--- config.mk ---
export PLATFORM = sky130hd
export DESIGN_NAME = transposed_buffer_ctrl
export DESIGN_NICKNAME = d
export VERILOG_FILES = /design/src/rtl/interp_pkg.sv /design/src/rtl/transposed_buffer_ctrl.sv
export SDC_FILE = /design/constraint.sdc
export NUM_CORES = 1
export LEC_CHECK = 0
export ABC_CLOCK_PERIOD_IN_PS = 4150
export BUFFER_PORTS_ARGS = -buffer_cell sky130_fd_sc_hd__buf_2
export CORE_MARGIN = 2
export CORE_UTILIZATION = 40
export CTS_BUF_LIST = sky130_fd_sc_hd__clkbuf_4
export DETAILED_ROUTE_END_ITERATION = 10
export PLACE_DENSITY = 0.69
export SYNTH_ARGS = -nofsm -noshare
export SYNTH_HDL_FRONTEND = slang
export SYNTH_SLANG_ARGS = --single-unit
--- constraint.sdc ---
create_clock -name clk -period 4.15 [get_ports clk]
set_clock_uncertainty 0.1 [all_clocks]
set_input_delay 0.83 -clock clk [delete_from_list [all_inputs] [get_ports clk]]
set_output_delay 0.83 -clock clk [all_outputs]
set_load 0.01 [all_outputs]
--- src/rtl/interp_pkg.sv ---
// Shared types and constants for the interpolation transposed buffer.
// Latency: n/a. Backpressure: n/a.
package interp_pkg;

    typedef enum logic [1:0] {
        IDLE = 2'd0,
        FILL = 2'd1,
        READ = 2'd2,
        DONE = 2'd3
    } state_t;

    localparam logic [2:0] COL_FIRST = 3'd2;
    localparam logic [2:0] COL_LAST  = 3'd5;
    localparam logic [2:0] SEL_IDLE  = 3'd0;

    localparam int ROW_W    = 99;
    localparam int SAMPLE_W = 9;

endpackage

--- src/rtl/transposed_buffer_ctrl.sv ---
// Fills the transposed buffer row by row, then walks the column select COL_FIRST..COL_LAST.
// Latency: SELECT valid the cycle after the last row write; DONE the cycle after the COL_LAST handshake.
// Backpressure: in_valid=0 stalls the fill, out_ready=0 holds the current column.
module transposed_buffer_ctrl #(
    parameter int         FILL_ROWS = 11,
    parameter logic [2:0] COL_FIRST = interp_pkg::COL_FIRST,
    parameter logic [2:0] COL_LAST  = interp_pkg::COL_LAST
) (
    input  logic       clk,
    input  logic       rst,
    input  logic       start,
    input  logic       in_valid,
    input  logic       out_ready,
    output logic       busy,
    output logic       wr_en,
    output logic [3:0] wr_row,
    output logic [2:0] select,
    output logic       rd_valid,
    output logic       done
);
    import interp_pkg::*;

    localparam logic [3:0] LAST_ROW = 4'(FILL_ROWS - 1);

    state_t     state_q, state_d;
    logic [3:0] wr_row_q, wr_row_d;
    logic [2:0] select_q, select_d;

    always_comb begin
        state_d  = state_q;
        wr_row_d = wr_row_q;
        select_d = select_q;
        case (state_q)
            IDLE: begin
                if (start) begin
                    state_d  = FILL;
                    wr_row_d = 4'd0;
                end
            end
            FILL: begin
                if (in_valid) begin
                    if (wr_row_q == LAST_ROW) begin
                        state_d  = READ;
                        wr_row_d = 4'd0;
                        select_d = COL_FIRST;
                    end else begin
                        wr_row_d = wr_row_q + 4'd1;
                    end
                end
            end
            READ: begin
                if (out_ready) begin
                    if (select_q == COL_LAST) begin
                        state_d  = DONE;
                        select_d = SEL_IDLE;
                    end else begin
                        select_d = select_q + 3'd1;
                    end
                end
            end
            DONE: begin
                // A start seen in the DONE cycle chains straight into the next fill.
                state_d  = start ? FILL : IDLE;
                wr_row_d = 4'd0;
            end
            default: state_d = IDLE;
        endcase
    end

    always_ff @(posedge clk) begin
        if (rst) begin
            state_q  <= IDLE;
            wr_row_q <= 4'd0;
            select_q <= SEL_IDLE;
            rd_valid <= 1'b0;
            busy     <= 1'b0;
            done     <= 1'b0;
        end else begin
            state_q  <= state_d;
            wr_row_q <= wr_row_d;
            select_q <= select_d;
            rd_valid <= (state_d == READ);
            busy     <= (state_d == FILL) || (state_d == READ);
            done     <= (state_d == DONE);
        end
    end

    assign wr_en  = in_valid && (state_q == FILL);
    assign wr_row = wr_row_q;
    assign select = select_q;

endmodule

# Yosys cells after proc, flatten, opt, wreduce, memory -nomap -nowiden
# Index checks and enable logic that the tools add are counted.
[classes]
add_sub_neg = 2
multipliers = 0
n_div = 0
magnitude_cmp = 0
eq_ne = 12
shifts = 0
n_mux = 16
bitwise = 0
reduce_logical = 7
[ops]
columns = ["cell", "n"]
rows = [
  ["2-to-1 mux 3 bit", 4],
  ["2-to-1 mux 4 bit", 3],
  ["one-hot mux 4 bit (3 select lines)", 1],
  ["2-to-1 mux 2 bit", 5],
  ["== test 2 bit, second input constant", 4],
  ["inequality test 2 bit, second input constant", 4],
  ["one-hot mux 2 bit (4 select lines)", 1],
  ["one-hot mux 3 bit (2 select lines)", 1],
  ["adder 4 x 1 -> 4 bit, second input constant", 1],
  ["== test 2 x 1 -> 1 bit, second input constant", 2],
  ["== test 4 bit, second input constant", 1],
  ["AND reduction 4 bit", 1],
  ["adder 3 x 1 -> 3 bit, second input constant", 1],
  ["== test 3 bit, second input constant", 1],
  ["AND reduction 3 bit", 1],
  ["nonzero test 3 bit", 1],
  ["zero test 2 bit", 1],
  ["nonzero test 2 bit", 1],
  ["logical AND 1 bit", 1],
  ["logical OR 1 bit", 1],
  ["2-to-1 mux 1 bit", 1],
]
[totals]
reg_bits = 12
latch_bits = 0
mem_bits_rw = 0
mem_bits_ro = 0
input_bits = 5
output_inout_bits = 11
word_cells = 43
mem_count = 0

# Depth between registers and ports, before layout
[depth]
ltp_word = 6
depth_mapped = 7
depth_no_buf = 7

# Worst setup path before layout
# OpenSTA, ideal clock, no wires.
[synth_path]
path_kind = "input to output"
startpoint = "input in_valid"
endpoint = "output wr_en"
arrival_ps = 976
required_time_ps = 3220
setup_slack_ps = 2244
path_stages = 1
n_path_buf = 0
path_cell_list = "and2_1"
[synth_via]
elab_chain_cells = 1
[synth_rtl]
columns = ["element", "line", "rtl"]
rows = [
  ["start: declaration", "transposed_buffer_ctrl.sv:12", "input logic in_valid,"],
  ["logical AND 1 bit", "transposed_buffer_ctrl.sv:88", "assign wr_en = in_valid && (state_q == FILL);"],
  ["end: declaration", "transposed_buffer_ctrl.sv:15", "output logic wr_en,"],
]
# Every way passes these cells.

# Worst setup path in the final report
# Ends and elaborated chain as after synthesis.

==> results.toml <==
[status]
status = "finished, final reports clean"

[sta]
worstMarginPinSlew_ps = 250
final.setup.tns_ps = 0
fmax_mhz = 464
post-route-period-util = 0.519
hold_viol_final = 0
setup_viol = 0
hold_slack_ps = 411
period_minus_slack_ps = 2150
rsz0062_at_grt = "no"
slew_viol_final = 0
final.setup.worst_slack_ps = 2000
relSlewSlack = 0.831

[critical_path]
r2r-start = "wr_row[0]"
cp-start-kind = "primary input"
critPathRequiredTime_ps = 3220
reg2reg_to = "busy"
critPathArrivalTime_ps = 1220
path_max_fanout = 5
crit_path_end_kind = "output port"
worstSetupPathType = "primary input to output port"
ff2ff_setup_slack_ps = 2370
r2r_cells = 7

[synth]
yosys-top-cells-count = "dfxtp_1 (12), nor2_1 (7), a21oi_1 (4)"
netlist_instances = 63
synth.most_common_cell = "dfxtp_1"
synth_edf_count = 0
avgSynthCellArea_um2 = 9.35
synth_cell_type_count = 32
yosysSeqAreaShare = 0.408
synthFlopType = "dfxtp_1"
synth_top_area_cell = "dfxtp_1"
synthTopCellsByArea = "dfxtp_1 (41%), ha_1 (6.4%), nor2_1 (4.5%)"
async_flop_share = 0
yosysTopAreaCellShare = 0.408
syn_area_um2 = 589
syn-num-nets = 71
ys_seq_elements = 12
yosysWarnings = 0

[clock_tree]
holdBufCountCts = 0
clk_pin_slew_worst_paths_ps = 70
cts_buffers = 3
cts_max_level = 1
cts_tree = "done"
root_buffer = "clkbuf_4"
cts_sinks = 12
clock_latency_ps = 270
post_cts_resized = 0
post-cts-setup-buffer-count = 0
clock_path_buffers = 2

[global_route]
use_met3 = 0.0431
grt_util_met2 = 0.222
grt_busiest_layer = "met2"
overflow = 0
grt_pass1_vias = 483
grt_max_degree = 13
grt_pass1_wl_um = 2080
antenna_found_initial = 0
grt.total_usage = 0.158
use_met1 = 0.205

[cells_and_area]
nNetsFinal = 90
diodes = 0
nFillCells = 133
fin_util = 0.529
syn_to_final_growth_pct = 19.7
drive_above_1_share = 0.272

[floorplanning]
start_util = 0.442
rows = 13
fp.dieArea_mm2 = 0.00180
fp.dieH_um = 42.4
ios = 16
core_area_mm2 = 0.00133
chipWidth_um = 42.4

[worst_hold_path]
worstHoldStart = "wr_row[3]"
holdPathEnd = "wr_row[3]"
hold_path_class = "flip-flop to flip-flop"
min_path_cells = 2

[run]
cap_violations = 0

[drt]
ant_nets = 0
viasPerCell = 5.65
wirelength_um = 1190
drc_errors = 0
firstDrtPassIters = 4
drtIter0Drc = 20
vias = 542
routedWlPerCell_um = 12.4

[power_and_ir_drop]
max-vdd-ir-drop_mv = 0.144
power.leakage_nw = 0.333
power_density_mw_per_mm2 = 300
seqPwrFrac = 0.563
switching_share = 0.242
p_switching_w = 0.0000513
pwr-share-clk = 0.345
internal_power_w = 0.000160
share_comb_of_total_power = 0.092

[placement]
portBuffers = 15
gp_congestion = 0.776
dpl_worst_slack_ps = 2000
hpwl_um = 886
[routing by layer]
metal  share of wire  vias up
li1                -      271
met1            0.48      248
met2            0.44       19
met3           0.056        4
met4           0.034        0
met5               0        -
[critical path, stage by stage]
cell	delay [ps]
buf_2	130
and2_1	130
buf_2	130
[cell type report]
type,instances,area [um^2],share of cell area
timing repair buffer,15,75.1,0.106
multi-input combinational,47,334,0.473
clock inverter,1,3.75,0.00532
tap,15,18.8,0.0266
sequential,12,240,0.340
clock buffer,3,22.5,0.0319
inverter,3,11.3,0.0160
[registers in the layout (all words and copies together) (netlist names)]
register and cells:
state_q 2, done 1, wr_row 4, rd_valid 1
select 3, busy 1
[metrics by stage]
step	total power [W]	std cells	cell area (um^2)
after CTS	0.000215	96	706
after floorplan	0.000134	63	589
after global routing	0.000224	96	706
after detailed placement	0.000141	92	679
after global placement	0.000141	92	679
final	0.000212	96	706
[placed cells by master, fill, tap and decap left out, types with 2 or more instances in the layout]
master	instances
a21oi_1	4
buf_2	15
clkbuf_4	3
dfxtp_1	12
ha_1	3
inv_1	3
nand2_1	2
nand3_1	3
nand3b_1	2
nor2_1	7
nor2b_1	2
o21ai_1	3
[cells by family after synthesis]
family,synth area share
and+or+nand+nor,0.304
AOI/OAI and AO/OA,0.183
DFF,0.408
buffers and inverters,0.0255
adders and majority gates,0.0637
muxes,0.0170
[worst max-delay path by stage]
stage | start | slack, ps | cells past startpoint | endpoint
finish | in_valid | 2000 | 3 | wr_en
global route | state_q[0] | 1970 | 3 | wr_en
CTS | in_valid | 1990 | 3 | wr_en
detailed placement | in_valid | 2000 | 3 | wr_en
global placement | in_valid | 2000 | 3 | wr_en
floorplan | in_valid | 2240 | 1 | wr_en
[power groups by stage]
stage	logic, W	clock network [W]	registers [W]
floorplan	0.0000120	0	0.000122
global placement	0.0000191	0	0.000122
detailed placement	0.0000191	0	0.000122
CTS	0.0000193	0.0000761	0.000119
global route	0.0000222	0.0000819	0.000120
finish	0.0000194	0.0000731	0.000119
Note: power is estimated with default switching activity, not from simulation.
